File: src/rtl/cu_inst_scheduler.sv
// cu_inst_scheduler: filters filter/ifmap packets toward the control unit and gates each timestep on PE acks
// Ports: in_valid/in_ready/in_data packet source; out_valid/out_ready/out_data one-register forward stage;
// pe_mask selects required acks; ifmap_per_ts sets ifmaps per timestep (0 means 1);
// cur_timestep expected ts bit; ts_done/err_seq/err_ts single-cycle status pulses.
module cu_inst_scheduler #(
  parameter int INST_WIDTH  = 45,
  parameter int NUM_PE      = 16,
  parameter int PE_ID_WIDTH = 4
) (
  input  logic                  clk,
  input  logic                  rst_n,
  input  logic                  in_valid,
  output logic                  in_ready,
  input  logic [INST_WIDTH-1:0] in_data,
  output logic                  out_valid,
  input  logic                  out_ready,
  output logic [INST_WIDTH-1:0] out_data,
  input  logic [NUM_PE-1:0]     pe_mask,
  input  logic [7:0]            ifmap_per_ts,
  output logic                  cur_timestep,
  output logic                  ts_done,
  output logic                  err_seq,
  output logic                  err_ts
);
  typedef enum logic [1:0] {NO_FILTER, ISSUE, WAIT_ACK} state_t;
  state_t state;
  logic [NUM_PE-1:0] ack_vec, ack_hit;
  logic [7:0] ifmap_cnt, ifmap_max;
  logic is_ack, is_filter, is_ifmap, ts_match, out_free, complete, accept, fwd, ifmap_step, last;
  assign is_ack     = ~in_data[0];
  assign is_filter  = in_data[0] & in_data[1];
  assign is_ifmap   = in_data[0] & ~in_data[1];
  assign ts_match   = in_data[2] == cur_timestep;
  assign out_free   = ~out_valid | out_ready;
  assign complete   = (state == WAIT_ACK) & (&(ack_vec | ~pe_mask));
  assign in_ready   = rst_n & (is_ack | ((state != WAIT_ACK) &
                      (is_filter ? out_free : ((state == NO_FILTER) | ~ts_match | out_free))));
  assign accept     = in_valid & in_ready;
  assign fwd        = accept & (is_filter | (is_ifmap & (state == ISSUE) & ts_match));
  assign ifmap_step = fwd & is_ifmap;
  assign ifmap_max  = (ifmap_per_ts == 8'd0) ? 8'd1 : ifmap_per_ts;
  // compare in 9 bits so a count of 255 cannot wrap past the target
  assign last       = ({1'b0, ifmap_cnt} + 9'd1) >= {1'b0, ifmap_max};
  // out-of-range PE ids match no bit and are ignored
  always_comb begin
    ack_hit = '0;
    for (int i = 0; i < NUM_PE; i++)
      ack_hit[i] = int'(in_data[PE_ID_WIDTH:1]) == i;
  end
  always_ff @(posedge clk) begin
    if (!rst_n) begin
      state        <= NO_FILTER;
      out_valid    <= 1'b0;
      out_data     <= '0;
      ack_vec      <= '0;
      ifmap_cnt    <= '0;
      cur_timestep <= 1'b0;
      ts_done      <= 1'b0;
      err_seq      <= 1'b0;
      err_ts       <= 1'b0;
    end else begin
      ts_done      <= complete;
      err_seq      <= accept & is_ifmap & (state == NO_FILTER);
      err_ts       <= accept & is_ifmap & (state == ISSUE) & ~ts_match;
      out_valid    <= fwd | (out_valid & ~out_ready);
      out_data     <= fwd ? in_data : out_data;
      // clearing on completion wins over an ack landing in the same cycle
      ack_vec      <= complete ? '0 : ack_vec | ((accept & is_ack) ? ack_hit : '0);
      cur_timestep <= cur_timestep ^ complete;
      ifmap_cnt    <= ifmap_step ? (last ? 8'd0 : ifmap_cnt + 8'd1) : ifmap_cnt;
      state        <= (complete | (fwd & is_filter)) ? ISSUE :
                      (ifmap_step & last) ? WAIT_ACK : state;
    end
  end
endmodule

File: config.mk
export PLATFORM = sky130hd
export DESIGN_NAME = cu_inst_scheduler
export DESIGN_NICKNAME = d
export VERILOG_FILES = /design/src/rtl/cu_inst_scheduler.sv
export SDC_FILE = /design/constraint.sdc
export NUM_CORES = 1
export LEC_CHECK = 0
export BUFFER_PORTS_ARGS = -buffer_cell sky130_fd_sc_hd__buf_2
export CORE_MARGIN = 3
export CORE_UTILIZATION = 40
export DETAILED_ROUTE_END_ITERATION = 8
export PLACE_DENSITY = 0.74
export SYNTH_ARGS = -nofsm -noshare
export SYNTH_HDL_FRONTEND = slang
export SYNTH_SLANG_ARGS = --single-unit
File: constraint.sdc
create_clock -name clk -period 3.1 [get_ports clk]
set_input_delay 0.93 -clock clk [delete_from_list [all_inputs] [get_ports clk]]
set_output_delay 0.93 -clock clk [all_outputs]
set_load 0.01 [all_outputs]
==> results_dict.tcl, run 1 <==
set metrics [dict create \
    yosysTopAreaCell "dfxtp_1" \
    yosysMostFrequentCell "nand2_1" \
    synth_ff_type "dfxtp_1" \
    multi_input_area_sq_mm 0.001585 \
    area_delta_synth_final_pct 28.55 \
    n_antenna_cell 0 \
    drc 0 \
    cts_root_buffer "clkbuf_8" \
    numCtsBuffers 9 \
    clkLatencyLatePin_ns 0.34 \
    dieArea_sq_mm 0.009225 \
    synthSimpleGateAreaFrac 0.2566 \
    drive_gt1_frac 0.3025 \
    clock_sinks 76 \
    drt_wl_total_microns 8296 \
    start_util 0.4154 \
    hold_viol 0 \
    synthDistinctLibCells 45 \
    grt_pass1_vias 2820 \
    num_vias 3168 \
    crit_path_start_kind "register" \
    fin_skew_ns 0.01187 \
    antenna_found_initial 0 \
    cts_tree "built" \
    max_freq_mhz 336.2 \
    arrival_ns 3.20 \
    grt-ovfl-total 0 \
    peakVddDrop_uv 245.6 \
    synth_compound_area_frac 0.1705 \
    p_sw_frac 0.2389 \
    synth_cells 405 \
    tightest_slew_ns 0.6114 \
    cp_max_fo 7 \
    pwr-share-seq 0.535 \
    setup_viol 0 \
    detail_route.iter0.violations 149 \
    numPortBuffers 123 \
    die_h_microns 96.05 \
    gp_congestion 0.8469 \
    num_rows 32 \
    slew_violations 0 \
    synthArstFlopShare 0 \
    max_slew_margin 0.5819 \
    final_core_util 0.5340 \
    synth.net_count 487 \
    die_w_microns 96.05 \
    p_leak_uw 0.001842 \
    nets 608 \
    p_per_area_mw_per_mm2 448.5 \
    design.portCount 124 \
    synth_warnings 0 \
    synth-seq-cells 76 \
    min_path_type "reg2reg" \
    grt_pass1_wl_microns 12910 \
    core_region_area_sq_mm 0.007807 \
    status "finished clean" \
    place.detailed.hpwl_microns 6177 \
    period_share 0.9594 \
    drt.antenna.violating_nets 0 \
    p_comb_frac 0.085 \
    wl_per_cell_microns 13.15 \
    regArea_sq_mm 0.001523 \
    path_clk_slew_ns 0.08 \
    grt.total_usage 0.1788 \
    synth_enable_flop_cells 0 \
    switchingPower_uw 446.7 \
    required_ns 3.33 \
    clock_path_buffers 2 \
    avgViaCountPerCell 5.021 \
    fin_setup_tns_ns 0 \
    synth.area.top_cells "dfxtp_1 47%, nand2_1 11%, a21oi_1 9.9%, ha_1 3.5%, nor2_1 2.8%" \
    htreeDepth 3 \
    clock_power_share 0.381 \
    netlist_area_sq_mm 0.003243 \
    worstSetupPathType "reg2reg" \
    synthMuxAreaShare 0 \
    maxCapViolations 0 \
    cts_hold_buf 0 \
    synth_top_family_by_area "simple AND/OR/NAND/NOR gates" \
    synthAdderAreaFrac 0.03472 \
    intPower_uw 1423 \
    synth_xor_area_frac 0.01890 \
    period_needed_ns 2.974 \
    grt_max_degree 52 \
    synth_top_cell_area_share 0.4691 \
    syn-mean-instance-area_sq_um 8.008 \
    drtPass1Iterations 4 \
    cp-end-kind "register" \
    fillCellCount 777 \
    yosysSeqAreaShare 0.4691 \
    synth_common_cells "94 x nand2_1, 76 x dfxtp_1, 64 x a21oi_1" \
]
sequential cells by signal, summed over array words and instances (netlist names):
signal        cells
out_data         45
ack_vec          16
ifmap_cnt         8
state             2
cur_timestep      1
err_seq           1
err_ts            1
out_valid         1
ts_done           1
critical path: stages, from the launching register on:
cell,delay (ns)
dfxtp_2,0.38
ha_2,0.22
and3_4,0.22
nand3_1,0.13
xnor2_2,0.18
ha_1,0.32
nand3_1,0.12
or2_2,0.33
o211ai_1,0.45
buf_4,0.20
nor2_1,0.05
a31o_2,0.26
kinds of logic (layout without fill, tap and decap cells):
group	count (synthesis)	in the layout
compound gates	94	94
xor+xnor	7	7
fa+ha+maj	9	9
buf+inv	41	165
flops	76	76
simple gates	178	178
placed cells by master, fill, tap and decap left out, types with 2 or more instances in the layout:
| master | n |
|---|---|
| o211ai_1 | 2 |
| ha_1 | 8 |
| inv_1 | 18 |
| nor3_1 | 7 |
| nand2b_1 | 3 |
| clkbuf_8 | 9 |
| o21ai_1 | 2 |
| a2111oi_0 | 3 |
| nor2_1 | 24 |
| or3_4 | 2 |
| xor2_1 | 3 |
| nand3b_1 | 5 |
| or2_2 | 2 |
| nand2_1 | 94 |
| nand3_1 | 12 |
| a21o_1 | 3 |
| a31oi_1 | 4 |
| clkinv_2 | 2 |
| nor2b_1 | 12 |
| dfxtp_1 | 75 |
| or4_1 | 4 |
| a21oi_1 | 63 |
| a31o_2 | 2 |
| a211oi_1 | 2 |
| clkinvlp_4 | 2 |
| buf_2 | 123 |
| buf_4 | 9 |
| or3_1 | 2 |
| xnor2_1 | 3 |
| o21ai_0 | 3 |
| and3_1 | 4 |
final cells by class:
cell class | instances | share of cell area
multi-input cells | 288 | 0.3803
flip-flops and latches | 76 | 0.3652
repair buffers | 132 | 0.1639
well taps | 102 | 0.03061
clock buffers | 9 | 0.02971
inverters | 19 | 0.01711
clock inverters | 5 | 0.01321
metal layers:
layer,track usage,vias up,part of all wire
li1,-,1607,-
met1,0.2193,1457,0.43
met2,0.3042,91,0.50
met3,0.03440,13,0.051
met4,0.07583,0,0.018
met5,0,-,0
timing repair:
item	in CTS	in global routing
buffers inserted	0	1
cloned	0	0
gates resized for setup	1	7
pin swaps	1	1
setup endpoints to repair	1	9
per-stage QoR:
stage	cells	area [sq um]	total power [uW]	setup slack [ns]	hold slack, ns
global placement	616	3963	1176	0.1405	0.4396
floorplan	405	3243	1099	0.4253	0.4367
finish	631	4169	1870	0.1258	0.4530
CTS	630	4141	1889	0.03271	0.4544
detailed placement	616	3963	1181	-0.09815	0.4434
global route	631	4169	1951	-0.01259	0.4696
final timing paths:
path | startpoint | endpoint | slack [ns] | cells past startpoint
max | ifmap_cnt[0] | ifmap_cnt[5] | 0.13 | 11
min | out_data[23] | out_data[23] | 0.45 | 2
max reg2reg | ifmap_cnt[0] | ifmap_cnt[5] | 0.13 | 11
min reg2reg | out_data[23] | out_data[23] | 0.45 | 2
power by group through the flow:
| stage | Clock (uW) | Combinational [uW] | Sequential, uW |
|---|---|---|---|
| 2_1_floorplan | 0 | 70.4 | 1030 |
| 3_3_place_gp | 0 | 155 | 1020 |
| 3_5_place_dp | 0 | 159 | 1020 |
| 4_1_cts | 730 | 159 | 1000 |
| 5_1_grt | 772 | 177 | 1000 |
| 6_report | 712 | 158 | 1000 |
(Power assumes the default switching activity.)
==> run 2: changes to the inputs <==
--- a/config.mk
+++ b/config.mk
@@ -7,9 +7,9 @@
 export LEC_CHECK = 0
 export BUFFER_PORTS_ARGS = -buffer_cell sky130_fd_sc_hd__buf_2
 export CORE_MARGIN = 3
-export CORE_UTILIZATION = 40
+export CORE_UTILIZATION = 49
 export DETAILED_ROUTE_END_ITERATION = 8
-export PLACE_DENSITY = 0.74
+export PLACE_DENSITY = 0.87
 export SYNTH_ARGS = -nofsm -noshare
 export SYNTH_HDL_FRONTEND = slang
 export SYNTH_SLANG_ARGS = --single-unit
==> run 2 against run 1 <==
Fmax is 3.6% higher. Sequential cell count stayed put. Die area is 17% lower. First-iteration DRC count is 32% lower. Largest cell class unchanged. Highest routed layer unchanged.
==> results_dict.tcl, run 2 (same netlist as run 1, synthesis figures left out) <==
set metrics [dict create \
    status "finished clean" \
    reg2reg_depth 10 \
    cp-endpoint "ifmap_cnt[4]" \
    area_delta_synth_final_pct 28.13 \
    intPower_uw 1501 \
    detail_route.iter0.violations 101 \
    r2r_setup_slack_ns 0.23 \
    max_slew_margin 0.5983 \
    clock_sinks 76 \
    place_ws_ns 0.05568 \
    fin_setup_tns_ns 0 \
    max_freq_mhz 348.3 \
    grt-ovfl-total 0 \
    largestRegisters "out_data (45), ack_vec (16), ifmap_cnt (8)" \
    antenna_found_initial 0 \
    top_layer_used "met4" \
    drtPass1Iterations 4 \
    die_h_microns 87.36 \
    wirelength_met1_microns 3511 \
    top_register "out_data" \
    htreeDepth 3 \
    peakVddDrop_uv 413.3 \
    cts_tree "built" \
    grt_pass1_vias 2846 \
    period_share 0.9261 \
    crit_path_start_kind "register" \
    maxCapViolations 0 \
    p_sw_frac 0.2273 \
    rsz0062_at_grt "true" \
    start_util 0.5078 \
    period_needed_ns 2.871 \
    design.portCount 124 \
    dieArea_sq_mm 0.007631 \
    cp-startpoint "ifmap_cnt[0]" \
    gp_congestion 0.8348 \
    final_core_util 0.6507 \
    dr_wl_met2_microns 3873 \
    path_clk_slew_ns 0.08 \
    clock_power_share 0.405 \
    final_common_cell "buf_2" \
    die_w_microns 87.36 \
    arrival_ns 3.09 \
    cp_max_fo 8 \
    n_antenna_cell 0 \
    numCtsBuffers 9 \
    numPortBuffers 123 \
    clkLatencyLatePin_ns 0.33 \
    p_comb_frac 0.081 \
    reg2reg_to "ifmap_cnt[4]" \
    p_per_area_mw_per_mm2 467.6 \
    fin_ws_ns 0.2292 \
    grt_max_degree 52 \
    drt_wl_total_microns 7905 \
    grt.total_usage 0.2072 \
    num_rows 29 \
    place.detailed.hpwl_microns 5826 \
    core_region_area_sq_mm 0.006386 \
    nets 606 \
    hold_viol 0 \
    drc 0 \
    fin_skew_ns 0.01333 \
    clock_path_buffers 2 \
    min_path_type "reg2reg" \
    final_cell_mix "123 x buf_2, 94 x nand2_1, 75 x dfxtp_1" \
    avgViaCountPerCell 5.172 \
    wl_per_cell_microns 13.04 \
    pwr-share-seq 0.514 \
    p_leak_uw 0.001859 \
    num_vias 3134 \
    largest_reg_flops 45 \
    drt.antenna.violating_nets 0 \
    switchingPower_uw 441.7 \
    worstSetupPathType "reg2reg" \
    min_delay_path_depth 2 \
    grt_pass1_wl_microns 12770 \
    cp-end-kind "register" \
    reg2reg_from "ifmap_cnt[0]" \
    wl_met3_microns 433 \
    setup_viol 0 \
    slew_violations 0 \
    fillCellCount 582 \
    tightest_slew_ns 0.5874 \
    required_ns 3.32 \
    cts_setup_buffers 0 \
    cts_root_buffer "clkbuf_8" \
    drive_gt1_frac 0.3006 \
]
## run 2: changes by cell type in the layout (fill, tap and decap cells not counted), sizes merged
cell / previous run / this run
buf: 132 / 130
clkbuf: 9 / 13
clkinvlp: 2 / 0
## run 2: worst min-delay path by stage
stage / from / endpoint / slack [ns]
floorplan: ack_vec[3] / ack_vec[3] / 0.44
global placement: out_data[6] / out_data[6] / 0.44
detailed placement: out_data[32] / out_data[32] / 0.44
CTS: out_data[32] / out_data[32] / 0.46
global route: out_data[38] / out_data[38] / 0.47
finish: out_data[41] / out_data[41] / 0.45
## run 2: through the flow
step           hold slack [ns]  power (uW)  area, sq um  instances
2_1_floorplan           0.4367        1099         3243        405
3_3_place_gp            0.4380        1174         3924        590
3_5_place_dp            0.4446        1179         3924        590
4_1_cts                 0.4560        1960         4136        606
5_1_grt                 0.4738        2024         4155        606
6_report                0.4548        1943         4155        606
## run 2: metal layers
| layer | GRT usage | up-vias |
|---|---|---|
| met1 | 0.2683 | 1419 |
| li1 | - | 1609 |
| met2 | 0.3411 | 96 |
| met4 | 0.06834 | 0 |
| met5 | 0 | - |
| met3 | 0.04541 | 10 |
## run 2: what timing repair did
| action | in CTS | in global routing |
|---|---|---|
| setup endpoints to repair | 0 | 9 |
| hold buffers | 0 | 0 |
| gates resized for setup | 0 | 6 |
## run 2: final cells by class
class	count	area, sq um	share of cell area
repair buffers	130	668.1	0.1608
clock buffers	13	168.9	0.04065
clock inverters	3	43.79	0.01054
inverters	19	71.32	0.01716
multi-input cells	288	1584	0.3812
well taps	77	96.34	0.02319
flip-flops and latches	76	1523	0.3665
## run 2: worst max-delay path, stage by stage (launching register included)
cell	delay, ns
dfxtp_2	0.37
ha_1	0.22
and3_2	0.26
nand3_1	0.13
xnor2_2	0.18
ha_1	0.32
a21o_1	0.20
a21oi_2	0.17
o211ai_1	0.24
or2_2	0.38
o311ai_0	0.30
## run 2: power groups by stage
| stage | clock network, uW | registers (uW) | logic (uW) |
|---|---|---|---|
| 2_1_floorplan | 0 | 1030 | 70.4 |
| 3_3_place_gp | 0 | 1020 | 153 |
| 3_5_place_dp | 0 | 1020 | 157 |
| 4_1_cts | 803 | 999 | 158 |
| 5_1_grt | 848 | 1000 | 176 |
| 6_report | 787 | 999 | 157 |
==> run 3: changes to the inputs <==
--- a/config.mk
+++ b/config.mk
@@ -6,6 +6,7 @@
 export NUM_CORES = 1
 export LEC_CHECK = 0
 export BUFFER_PORTS_ARGS = -buffer_cell sky130_fd_sc_hd__buf_2
+export CORE_ASPECT_RATIO = 1.75
 export CORE_MARGIN = 3
 export CORE_UTILIZATION = 49
 export DETAILED_ROUTE_END_ITERATION = 8
==> run 3 against run 2 <==
Sequential share of layout area decreased by 0.37 points. Die area increased by 0.50%. Register-to-register slack got worse by 0.08 ns. Combinational power about the same. Worst setup slack got worse by 0.093 ns. Hold slack got worse by 0.0023 ns. Critical endpoint is now in_ready. Largest power group unchanged. Highest routed layer unchanged.
==> results_dict.tcl, run 3 (same netlist as run 1, synthesis figures left out) <==
set metrics [dict create \
    grt_max_degree 52 \
    hold_viol 0 \
    path_clk_slew_ns 0.08 \
    grt_pass1_vias 2984 \
    gp_congestion 0.8047 \
    fillCellCount 526 \
    num_rows 38 \
    arrival_ns 2.03 \
    grt.total_usage 0.2183 \
    cp_max_fo 7 \
    cts_tree "built" \
    min_path_type "reg2reg" \
    maxCapViolations 0 \
    largest_reg_flops 45 \
    grt-ovfl-total 0 \
    cts_root_buffer "clkbuf_8" \
    die_w_microns 67.50 \
    htreeDepth 3 \
    numCtsBuffers 9 \
    max_freq_mhz 337.4 \
    cp-end-kind "output port" \
    final_common_cell "buf_2" \
    drt.antenna.violating_nets 0 \
    cts_hold_buf 0 \
    die_h_microns 113.6 \
    peakVddDrop_uv 275.2 \
    place.detailed.hpwl_microns 6188 \
    n_antenna_cell 0 \
    fin_total_pwr_uw 2032 \
    period_share 0.9561 \
    top_register "out_data" \
    worstSetupPathType "in2out" \
    drc 0 \
    detail_route.iter0.violations 251 \
    area_delta_synth_final_pct 29.44 \
    grt_pass1_wl_microns 12990 \
    antenna_found_initial 0 \
    dieArea_sq_mm 0.007669 \
    max_slew_margin 0.6314 \
    clock_path_buffers 2 \
    slew_violations 0 \
    design.portCount 124 \
    clock_sinks 76 \
    num_vias 3191 \
    drtPass1Iterations 4 \
    place_area_sq_mm 0.003933 \
    start_util 0.5129 \
    drt_wl_total_microns 8256 \
    fin_skew_ns 0.006503 \
    required_ns 2.17 \
    nets 606 \
    multi_input_area_sq_mm 0.001592 \
    status "finished clean" \
    avgViaCountPerCell 5.240 \
    setup_viol 0 \
    core_region_area_sq_mm 0.006324 \
    p_per_area_mw_per_mm2 484.1 \
    numPortBuffers 123 \
    finalInstanceArea_sq_mm 0.004198 \
    clkLatencyLatePin_ns 0.34 \
    drive_gt1_frac 0.2987 \
    final_cell_mix "123 x buf_2, 94 x nand2_1, 75 x dfxtp_1" \
    tightest_slew_ns 0.5511 \
    crit_path_start_kind "input pin" \
    p_leak_uw 0.001866 \
    wl_per_cell_microns 13.56 \
    largestRegisters "out_data (45), ack_vec (16), ifmap_cnt (8)" \
    period_needed_ns 2.964 \
    regArea_sq_mm 0.001523 \
]
==> run 3: what timing repair did <==
item | in CTS | in global routing
setup endpoints to repair | 0 | 9
endpoints found under the hold margin | 0 | 0
resized for setup | 0 | 7
buffers inserted | 0 | 1
==> run 3: power by group <==
group / internal [uW] / total (uW) / switching (uW) / leakage, uW
combinational: 71.1 / 158 / 86.9 / 0.00113
clock: 533 / 875 / 342 / 0.000117
sequential: 991 / 1000 / 8.04 / 0.000615
total: 1600 / 2030 / 437 / 0.00187
==> run 3: metrics by stage <==
stage | TNS, ns | cells | setup WS [ns] | hold slack, ns | utilization
floorplan | 0 | 405 | 0.4253 | 0.4367 | -
CTS | 0 | 608 | 0.08635 | 0.4548 | 0.6585
detailed placement | 0 | 592 | 0.04926 | 0.4440 | 0.6219
global route | -0.0002833 | 609 | -0.0002833 | 0.4750 | 0.6638
finish | 0 | 609 | 0.1362 | 0.4525 | 0.6638
global placement | 0 | 592 | 0.1202 | 0.4394 | 0.6219
==> run 3: cell type report <==
type,count,area share
multi-input cells,288,0.3791
flip-flops and latches,76,0.3627
repair buffers,130,0.1621
clock buffers,11,0.03130
clock inverters,5,0.02384
well taps,80,0.02384
inverters,19,0.01699
==> run 3: worst paths after layout <==
check               startpoint      endpoint  slack [ns]  depth (start not counted)
setup / recovery    in_data[2]      in_ready        0.14                          6
hold / removal    out_data[42]  out_data[42]        0.45                          2
setup reg to reg  ifmap_cnt[1]  ifmap_cnt[1]        0.15                         11
hold reg to reg   out_data[42]  out_data[42]        0.45                          2
==> run 3: metal layers <==
metal	share of wire	GRT usage
met1	0.36	0.2314
met3	0.043	0.03744
met2	0.57	0.3910
met4	0.028	0.1192
met5	0	0
==> run 3: critical path, stage by stage <==
cell and delay (ns):
buf_2 0.15, xnor2_1 0.33, a21oi_1 0.11, o21ai_0 0.23, a21oi_1 0.13, buf_2 0.15
